### src/rtl/tx_sched_pkg.sv
// Shared types and helpers for the transmit packet scheduler and the packetizer
// that sits downstream of its payload FIFO.
package tx_sched_pkg;

    typedef enum logic [4:0] {
        ST_IDLE      = 5'b00001,
        ST_GRANT     = 5'b00010,
        ST_LOAD      = 5'b00100,
        ST_WAIT_SENT = 5'b01000,
        ST_GAP       = 5'b10000
    } state_e;

    localparam logic [1:0] MODE_BPSK = 2'd0;
    localparam logic [1:0] MODE_QPSK = 2'd1;
    localparam logic [1:0] MODE_MIX  = 2'd2;

    // QPSK carries two bits per symbol; an odd trailing bit is dropped.
    function automatic logic [15:0] symbs_from_len(input logic [15:0] len, input logic bpsk);
        return bpsk ? len : {1'b0, len[15:1]};
    endfunction

endpackage

### src/rtl/tx_packet_scheduler_arb.sv
// Two-requester round-robin arbiter; the pointer only moves once a granted
// packet has fully completed, so an aborted packet does not cost a turn.
module rr_arbiter2 (
    input  logic       clk,
    input  logic       rst_n,
    input  logic [1:0] req_i,
    input  logic       upd_i,
    input  logic       served_idx_i,
    output logic [1:0] gnt_o
);

    logic last_q;

    always_comb begin
        gnt_o = req_i;
        if (req_i == 2'b11) begin
            gnt_o = last_q ? 2'b01 : 2'b10;
        end
    end

    // Reset value marks requester 1 as last served so requester 0 goes first.
    always_ff @(posedge clk or negedge rst_n) begin
        if (!rst_n) begin
            last_q <= 1'b1;
        end else if (upd_i) begin
            last_q <= served_idx_i;
        end
    end

endmodule

### src/rtl/tx_packet_scheduler.sv
// Shares the transmit payload path between two requesters: one packet per grant,
// pass-through symbol streaming, pkt_sent handshake with timeout, and an idle gap.
module tx_packet_scheduler
    import tx_sched_pkg::*;
#(
    parameter int BYTES          = 1,
    parameter int GAP_CYCLES     = 16,
    parameter int TIMEOUT_CYCLES = 4096
) (
    input  logic                 clk,
    input  logic                 rst_n,
    input  logic                 req0_valid_i,
    input  logic [15:0]          req0_len_i,
    input  logic                 req0_bpsk_i,
    output logic                 req0_ack_o,
    input  logic [BYTES*8-1:0]   s0_tdata_i,
    input  logic                 s0_tvalid_i,
    output logic                 s0_tready_o,
    input  logic                 req1_valid_i,
    input  logic [15:0]          req1_len_i,
    input  logic                 req1_bpsk_i,
    output logic                 req1_ack_o,
    input  logic [BYTES*8-1:0]   s1_tdata_i,
    input  logic                 s1_tvalid_i,
    output logic                 s1_tready_o,
    output logic [BYTES*8-1:0]   m_tdata_o,
    output logic                 m_tvalid_o,
    input  logic                 m_tready_i,
    output logic                 m_tlast_o,
    output logic                 m_tuser_o,
    output logic [15:0]          payload_length_o,
    input  logic                 pkt_sent_i,
    output logic [1:0]           grant_o,
    output logic                 busy_o,
    output logic                 timeout_err_o,
    output logic                 zero_len_err_o
);

    state_e      state_q;
    logic [1:0]  sel_q, grant_q, arb_gnt;
    logic        ack0_q, ack1_q, tuser_q, tmo_err_q, zero_err_q, sent_prev_q;
    logic [15:0] len_q, symbs_q, beat_cnt_q, gap_cnt_q, symbs_d;
    logic [31:0] tmo_cnt_q;
    logic        in_load, hs, last_beat, sent_edge, gap_done;

    rr_arbiter2 u_arb (
        .clk          (clk),
        .rst_n        (rst_n),
        .req_i        ({req1_valid_i, req0_valid_i}),
        .upd_i        (state_q == ST_GAP && gap_done),
        .served_idx_i (grant_q[1]),
        .gnt_o        (arb_gnt)
    );

    assign in_load     = (state_q == ST_LOAD);
    assign m_tvalid_o  = in_load & (grant_q[1] ? s1_tvalid_i : s0_tvalid_i);
    assign m_tdata_o   = in_load ? (grant_q[1] ? s1_tdata_i : s0_tdata_i) : '0;
    assign s0_tready_o = in_load & grant_q[0] & m_tready_i;
    assign s1_tready_o = in_load & grant_q[1] & m_tready_i;
    assign last_beat   = (beat_cnt_q == symbs_q - 16'd1);
    assign m_tlast_o   = last_beat & m_tvalid_o;
    assign hs          = m_tvalid_o & m_tready_i;
    assign sent_edge   = pkt_sent_i & ~sent_prev_q;
    assign gap_done    = (gap_cnt_q == 16'(GAP_CYCLES - 1));
    assign symbs_d     = symbs_from_len(sel_q[1] ? req1_len_i : req0_len_i,
                                        sel_q[1] ? req1_bpsk_i : req0_bpsk_i);

    assign req0_ack_o       = ack0_q;
    assign req1_ack_o       = ack1_q;
    assign m_tuser_o        = tuser_q;
    assign payload_length_o = len_q;
    assign grant_o          = grant_q;
    assign busy_o           = (state_q != ST_IDLE);
    assign timeout_err_o    = tmo_err_q;
    assign zero_len_err_o   = zero_err_q;

    always_ff @(posedge clk or negedge rst_n) begin
        if (!rst_n) begin
            state_q     <= ST_IDLE;
            sel_q       <= 2'b00;
            grant_q     <= 2'b00;
            ack0_q      <= 1'b0;
            ack1_q      <= 1'b0;
            tuser_q     <= 1'b1;
            tmo_err_q   <= 1'b0;
            zero_err_q  <= 1'b0;
            sent_prev_q <= 1'b0;
            len_q       <= 16'd0;
            symbs_q     <= 16'd0;
            beat_cnt_q  <= 16'd0;
            gap_cnt_q   <= 16'd0;
            tmo_cnt_q   <= 32'd0;
        end else begin
            ack0_q      <= 1'b0;
            ack1_q      <= 1'b0;
            tmo_err_q   <= 1'b0;
            zero_err_q  <= 1'b0;
            // A level that is already high when WAIT_SENT is entered never forms an edge.
            sent_prev_q <= pkt_sent_i;
            case (state_q)
                ST_IDLE: begin
                    if (|arb_gnt) begin
                        sel_q   <= arb_gnt;
                        state_q <= ST_GRANT;
                    end
                end
                ST_GRANT: begin
                    ack0_q     <= sel_q[0];
                    ack1_q     <= sel_q[1];
                    grant_q    <= sel_q;
                    len_q      <= sel_q[1] ? req1_len_i : req0_len_i;
                    tuser_q    <= sel_q[1] ? req1_bpsk_i : req0_bpsk_i;
                    symbs_q    <= symbs_d;
                    beat_cnt_q <= 16'd0;
                    gap_cnt_q  <= 16'd0;
                    if (symbs_d == 16'd0) begin
                        zero_err_q <= 1'b1;
                        state_q    <= ST_GAP;
                    end else begin
                        state_q <= ST_LOAD;
                    end
                end
                ST_LOAD: begin
                    if (hs) begin
                        beat_cnt_q <= beat_cnt_q + 16'd1;
                        if (last_beat) begin
                            tmo_cnt_q <= 32'd0;
                            state_q   <= ST_WAIT_SENT;
                        end
                    end
                end
                ST_WAIT_SENT: begin
                    tmo_cnt_q <= tmo_cnt_q + 32'd1;
                    if (sent_edge) begin
                        gap_cnt_q <= 16'd0;
                        state_q   <= ST_GAP;
                    end else if (tmo_cnt_q == 32'(TIMEOUT_CYCLES - 1)) begin
                        tmo_err_q <= 1'b1;
                        gap_cnt_q <= 16'd0;
                        state_q   <= ST_GAP;
                    end
                end
                ST_GAP: begin
                    gap_cnt_q <= gap_cnt_q + 16'd1;
                    if (gap_done) begin
                        grant_q <= 2'b00;
                        state_q <= ST_IDLE;
                    end
                end
                default: state_q <= ST_IDLE;
            endcase
        end
    end

endmodule

### config.mk
export PLATFORM = sky130hd
export DESIGN_NAME = tx_packet_scheduler
export DESIGN_NICKNAME = d
export VERILOG_FILES = /design/src/rtl/tx_sched_pkg.sv /design/src/rtl/tx_packet_scheduler_arb.sv /design/src/rtl/tx_packet_scheduler.sv
export SDC_FILE = /design/constraint.sdc
export NUM_CORES = 1
export LEC_CHECK = 0
export ABC_AREA = 0
export CELL_PAD_IN_SITES_DETAIL_PLACEMENT = 2
export CELL_PAD_IN_SITES_GLOBAL_PLACEMENT = 2
export CORE_AREA = 2 2 139 141
export DETAILED_ROUTE_END_ITERATION = 6
export DIE_AREA = 0 0 141 143
export PLACE_DENSITY = 0.79
export SLEW_MARGIN = 15
export SYNTH_ARGS = -nofsm -noshare
export SYNTH_HDL_FRONTEND = slang
export SYNTH_SLANG_ARGS = --single-unit
### constraint.sdc
create_clock -name clk -period 3.5 [get_ports clk]
set_input_delay 0.525 -clock clk [delete_from_list [all_inputs] [get_ports clk]]
set_output_delay 0.525 -clock clk [all_outputs]
set_load 0.01 [all_outputs]
== Word-level counts from Yosys, hierarchy flattened ==
Index checks and enable logic that the tools add are counted.

* Output and inout bits: 36
* Flip-flop bits (word level): 112
* Word-level logic and storage cells: 89
* Input bits: 58

* Muxes and demuxes: 33
* Bitwise logic cells: 9
* $add $sub $neg: 4
* Reduce and logical (&&, ||, !) cells: 13
* Equal/unequal tests: 15

{| class="wikitable"
|+ Operator list
! kind !! count
|-
| two-way mux 16 bit || 5
|-
| two-way mux 32 bit || 2
|-
| case mux 32 bit (2 select lines) || 1
|-
| case mux 16 bit (3 select lines) || 1
|-
| two-way mux 5 bit || 7
|-
| adder 16 x 1 -> 16 bit (second input constant) || 2
|-
| adder 32 x 1 -> 32 bit (second input constant) || 1
|-
| == test 32 x 12 -> 1 bit (second input constant) || 1
|-
| case mux 16 bit (2 select lines) || 1
|-
| case mux 5 bit (5 select lines) || 1
|-
| == test 16 bit || 1
|-
| == test 16 x 4 -> 1 bit (second input constant) || 1
|-
| zero test 16 bit || 1
|-
| two-way mux 8 bit || 2
|-
| subtractor 16 x 1 -> 16 bit (second input constant) || 1
|-
| two-way mux 1 bit || 9
|-
| bitwise AND 1 bit || 8
|-
| AND reduction 2 bit || 4
|-
| two-way mux 2 bit || 3
|-
| nonzero test 2 bit || 3
|-
| == test 5 x 1 -> 1 bit (second input constant) || 1
|-
| == test 5 x 2 -> 1 bit (second input constant) || 1
|-
| == test 5 x 3 -> 1 bit (second input constant) || 1
|-
| == test 5 x 4 -> 1 bit (second input constant) || 1
|-
| 13 further kinds || 15
|}

== Logic depth before layout (Yosys ltp) ==
Gate-level depths: netlist (run 1).

* Depth in word-level cells: 5
* Depth in mapped cells: 10
* Gate-level depth less buffers: 9

== Hierarchy ==
From an unflattened synthesis (run 1), not the netlist that was laid out.

* Cells, all modules: 716
* Area total of the unflattened synthesis: 6372.4 µm²

{| class="wikitable"
|+ By module, submodules not included
! module !! cells an instance !! times used !! sequential area each (µm²) !! area an instance (µm²)
|-
| tx_packet_scheduler || 710 || 1 || 2780.2 || 6311.1
|-
| rr_arbiter2 || 6 || 1 || 26.3 || 61.3
|}

== Worst setup path after synthesis (run 1) ==
No wires, ideal clock.

* Path kind: reg2out
* Start point: register symbs_q[4]
* End point: output m_tlast_o
* Cell stages (with the launch flop): 8
* Required time: 2975 ps
* Setup slack: 353 ps
* Arrival time: 2622 ps
* Path buffers: 1
* Cell sequence: dfrtp_1 > or4_1 > buf_2 > nor4_4 > xor2_1 > o221a_2 > a2111o_1 > nor4_1

* Word-level cells in the longest chain between the ends: 3

{| class="wikitable"
|+ Ends and longest elaborated chain
! item !! line !! text
|-
| start: declaration || tx_packet_scheduler.sv:42 || <nowiki>logic [15:0] len_q, symbs_q, beat_cnt_q, gap_cnt_q, symbs_d;</nowiki>
|-
| start signal: assignment || tx_packet_scheduler.sv:113 || <nowiki>symbs_q <= symbs_d;</nowiki>
|-
| subtractor 16 x 1 -> 16 bit || tx_packet_scheduler.sv:60 || <nowiki>assign last_beat = (beat_cnt_q == symbs_q - 16'd1);</nowiki>
|-
| == test 16 bit || tx_packet_scheduler.sv:60 ||
|-
| bitwise AND 1 bit || tx_packet_scheduler.sv:61 || <nowiki>assign m_tlast_o = last_beat & m_tvalid_o;</nowiki>
|-
| end: declaration || tx_packet_scheduler.sv:29 || <nowiki>output logic m_tlast_o,</nowiki>
|}

Every way passes these cells.

== Final worst setup path (run 1) ==
* Start point: register symbs_q[7]
* End point: output m_tlast_o

Same word-level chain as after synthesis.

==> flow_summary.ini, run 1 <==
[finish]
fill_cells = 2008
num_antenna_cells = 0
nNetsFinal = 859
mostFrequentLayoutCells = dfrtp_1 (109), nand2_1 (91), clkdlybuf4s50_1 (91)
post-route-cell-area_um2 = 7986
final_common_cell = dfrtp_1
drive_above_1_share_pct = 11.49
area_delta_synth_final_pct = 27.02

[pwr]
p_leak_uw = 0.003366
power_density_nw_per_um2 = 615.9
vdd_ir_drop_max_mv = 0.2917

[timing]
setup_tns_ns = 0
tightest_slew_ns = 0.7437
hold_viol = 0
finalCriticalPeriod_ns = 3.385
setup_viol = 0
maxSlewHeadroom_pct = 50.42
slew_violations = 0
finClkSkew_ns = 0.01271
rsz0062_at_grt = false
fin_crit_sh_pct = 96.71
fmax_ghz = 0.2954

[grt]
grt-busiest-layer = met2
grt_use_total_pct = 20.95
grt_first_pass_wirelength_um = 33520
use_met3_pct = 4.024
grt_max_degree = 61
gr-usage-met2_pct = 37.23
grt_util_met1_pct = 26.29
grt_antenna_before_repair = 0
grt_pass1_vias = 6390
grt.overflow.total = 0

[clock_network]
cts_buffers = 9
cts_tree = done
cts.sinks = 112
path_clk_slew_ns = 0.08
clockBufferDepth = 2
clock_latency_ns = 0.36
cts.htree.levels = 3
cts_root_buffer = clkbuf_16
postCtsHoldBufs = 0

[synthesis]
synth_nets = 755
yosys_warnings = 0
ys_types = 59
netlist_area_um2 = 6287
postSynthCellCount = 693
ys_ff_latch = 112
synthFlopType = dfrtp_1
async_reset_ff_share_pct = 100.0
ys_seq_area_share_pct = 44.64
syn_avg_cell_area_um2 = 9.073
synth_edf_count = 0

[place]
place_hpwl_um = 14940
gp_congestion = 0.8085
place_area_um2 = 7600
io_buffers = 93

[worst_setup_path]
cp.arrival_ns = 2.86
reg2reg_from = symbs_q[7]$_DFFE_PN0P_
worst_setup_path_start_kind = flip-flop
required_ns = 2.97
critical_path_class = flip-flop to output pin
crit_fanout = 7
worstSetupEndpointType = output pin
r2r_slack_ns = 0.37
r2r_cells = 10
startpoint = symbs_q[7]$_DFFE_PN0P_
r2r_end = tmo_cnt_q[1]$_DFFE_PN0P_

[run]
drv_cap = 0

[min_path]
hold_path.class = input port to asynchronous set/reset pin

[drt]
vias = 5600
drtIter0Drc = 188
route.detailed.drc = 0
dr.pass1.iters = 4
wl_per_cell_um = 19.68
antenna_left = 0
vias_per_cell = 5.411
wirelength_um = 20370

[die]
dieArea_um2 = 20160
die_x_um = 141
initial_core_util_pct = 33.84
die_y_um = 143
io_pins = 94
coreArea_um2 = 18580
rows = 50

[status]
status = complete, no violations
==> Yosys cell counts, types with 4 or more instances <==
master,n,area share (%)
nor2_1,80,4.8
mux2i_1,44,7.0
dfrtp_1,109,43
a31oi_1,7,0.70
xnor2_1,23,3.2
and3_1,14,1.4
o21ai_0,62,4.9
or3_1,5,0.50
nand2b_1,5,0.50
ha_1,4,0.80
nand2_1,91,5.4
and2_1,6,0.60
nor3b_1,4,0.48
nor4_1,16,1.6
o211ai_1,5,0.60
nor3_1,10,0.80
clkbuf_1,29,1.7
inv_1,10,0.60
mux2_2,7,1.3
nor2_2,10,1.0
nand3_1,27,2.1
xor2_1,34,4.7
and4_1,5,0.70
nand4_1,18,1.8
a21oi_1,16,1.3
==> where the power goes <==
group | total, µW | switching, µW | internal [µW]
sequential | 1820 | 256 | 1560
clock | 1060 | 505 | 556
combinational | 2040 | 1090 | 953
total | 4920 | 1850 | 3070
==> final cells by class <==
| cell class | count | area [µm²] | area share (%) |
|---|---|---|---|
| inverter | 10 | 37.54 | 0.4700 |
| tap | 234 | 292.8 | 3.666 |
| clock inverter | 5 | 58.81 | 0.7363 |
| multi-input combinational | 534 | 3344 | 41.88 |
| timing repair buffer | 130 | 1217 | 15.24 |
| clock buffer | 10 | 229.0 | 2.867 |
| sequential | 112 | 2806 | 35.14 |
==> cells by family (layout without fill, tap and decap cells) <==
family,count (synthesis),count (layout),share of synthesized area [%]
multiplexers,51,51,8.259
AO/OA/AOI/OAI,107,107,9.831
XOR/XNOR,57,57,7.940
buffers and inverters,47,155,3.244
flip-flops,112,112,44.64
AND/OR/NAND/NOR,315,315,25.29
adder cells (fa/ha/maj),4,4,0.7961
==> state kept, by name (all words and copies together) (netlist names) <==
| signal | cells |
|---|---|
| symbs_q | 16 |
| sel_q | 2 |
| m_tuser_o | 1 |
| tmo_cnt_q | 32 |
| req0_ack_o | 1 |
| sent_prev_q | 1 |
| beat_cnt_q | 16 |
| grant_o | 2 |
| state_q | 5 |
| gap_cnt_q | 16 |
| zero_len_err_o | 1 |
| req1_ack_o | 1 |
| u_arb.last_q | 1 |
| payload_length_o | 16 |
| timeout_err_o | 1 |
==> worst max-delay path by stage <==
stage	endpoint	slack (ns)	depth (start not counted)
after floorplan	m_tlast_o	0.35	7
after global placement	m_tlast_o	-0.27	8
after detailed placement	m_tlast_o	-0.28	8
after CTS	m_tlast_o	0.03	8
after global routing	m_tlast_o	0.02	11
final	m_tlast_o	0.12	8
==> what timing repair did <==
item	CTS	global route
buffers inserted	4	3
resized for setup	10	8
endpoints found under the setup margin	1	1
pin swaps	3	7
endpoints found under the hold margin	0	0
==> metal layers <==
metal / part of all wire (%) / up-vias
met1: 43 / 2855
met4: 1.5 / 0
met3: 4.5 / 18
met5: 0 / -
met2: 51 / 99
li1: - / 2628
==> stage by stage <==
| step | hold WS, ns | power, µW | setup WS [ns] | util [%] | std cells |
|---|---|---|---|---|---|
| floorplan | 0.2294 | 2870 | 0.3531 | - | 693 |
| global route | 0.2704 | 5233 | 0.01672 | 42.98 | 1035 |
| detailed placement | 0.4778 | 3783 | -0.2838 | 40.90 | 1015 |
| CTS | 0.2497 | 4925 | 0.02960 | 42.72 | 1033 |
| global placement | 0.4641 | 3651 | -0.2683 | 40.90 | 1015 |
| finish | 0.2165 | 4919 | 0.1152 | 42.98 | 1035 |
==> critical path: stages (launching register included) <==
cell	delay [ns]
dfrtp_1	0.40
or4_4	0.60
and4bb_2	0.37
buf_4	0.14
nand4b_1	0.17
nand3_2	0.11
o211ai_1	0.18
nor4_4	0.34
buf_2	0.19
Power figures use the tool's default switching activity.
==> run 2, diff against run 1 <==
--- a/config.mk
+++ b/config.mk
@@ -5,7 +5,6 @@
 export SDC_FILE = /design/constraint.sdc
 export NUM_CORES = 1
 export LEC_CHECK = 0
-export ABC_AREA = 0
 export CELL_PAD_IN_SITES_DETAIL_PLACEMENT = 2
 export CELL_PAD_IN_SITES_GLOBAL_PLACEMENT = 2
 export CORE_AREA = 2 2 139 141
==> results of run 2 <==
Final layout, timing and power as in run 1 (identical DEF).
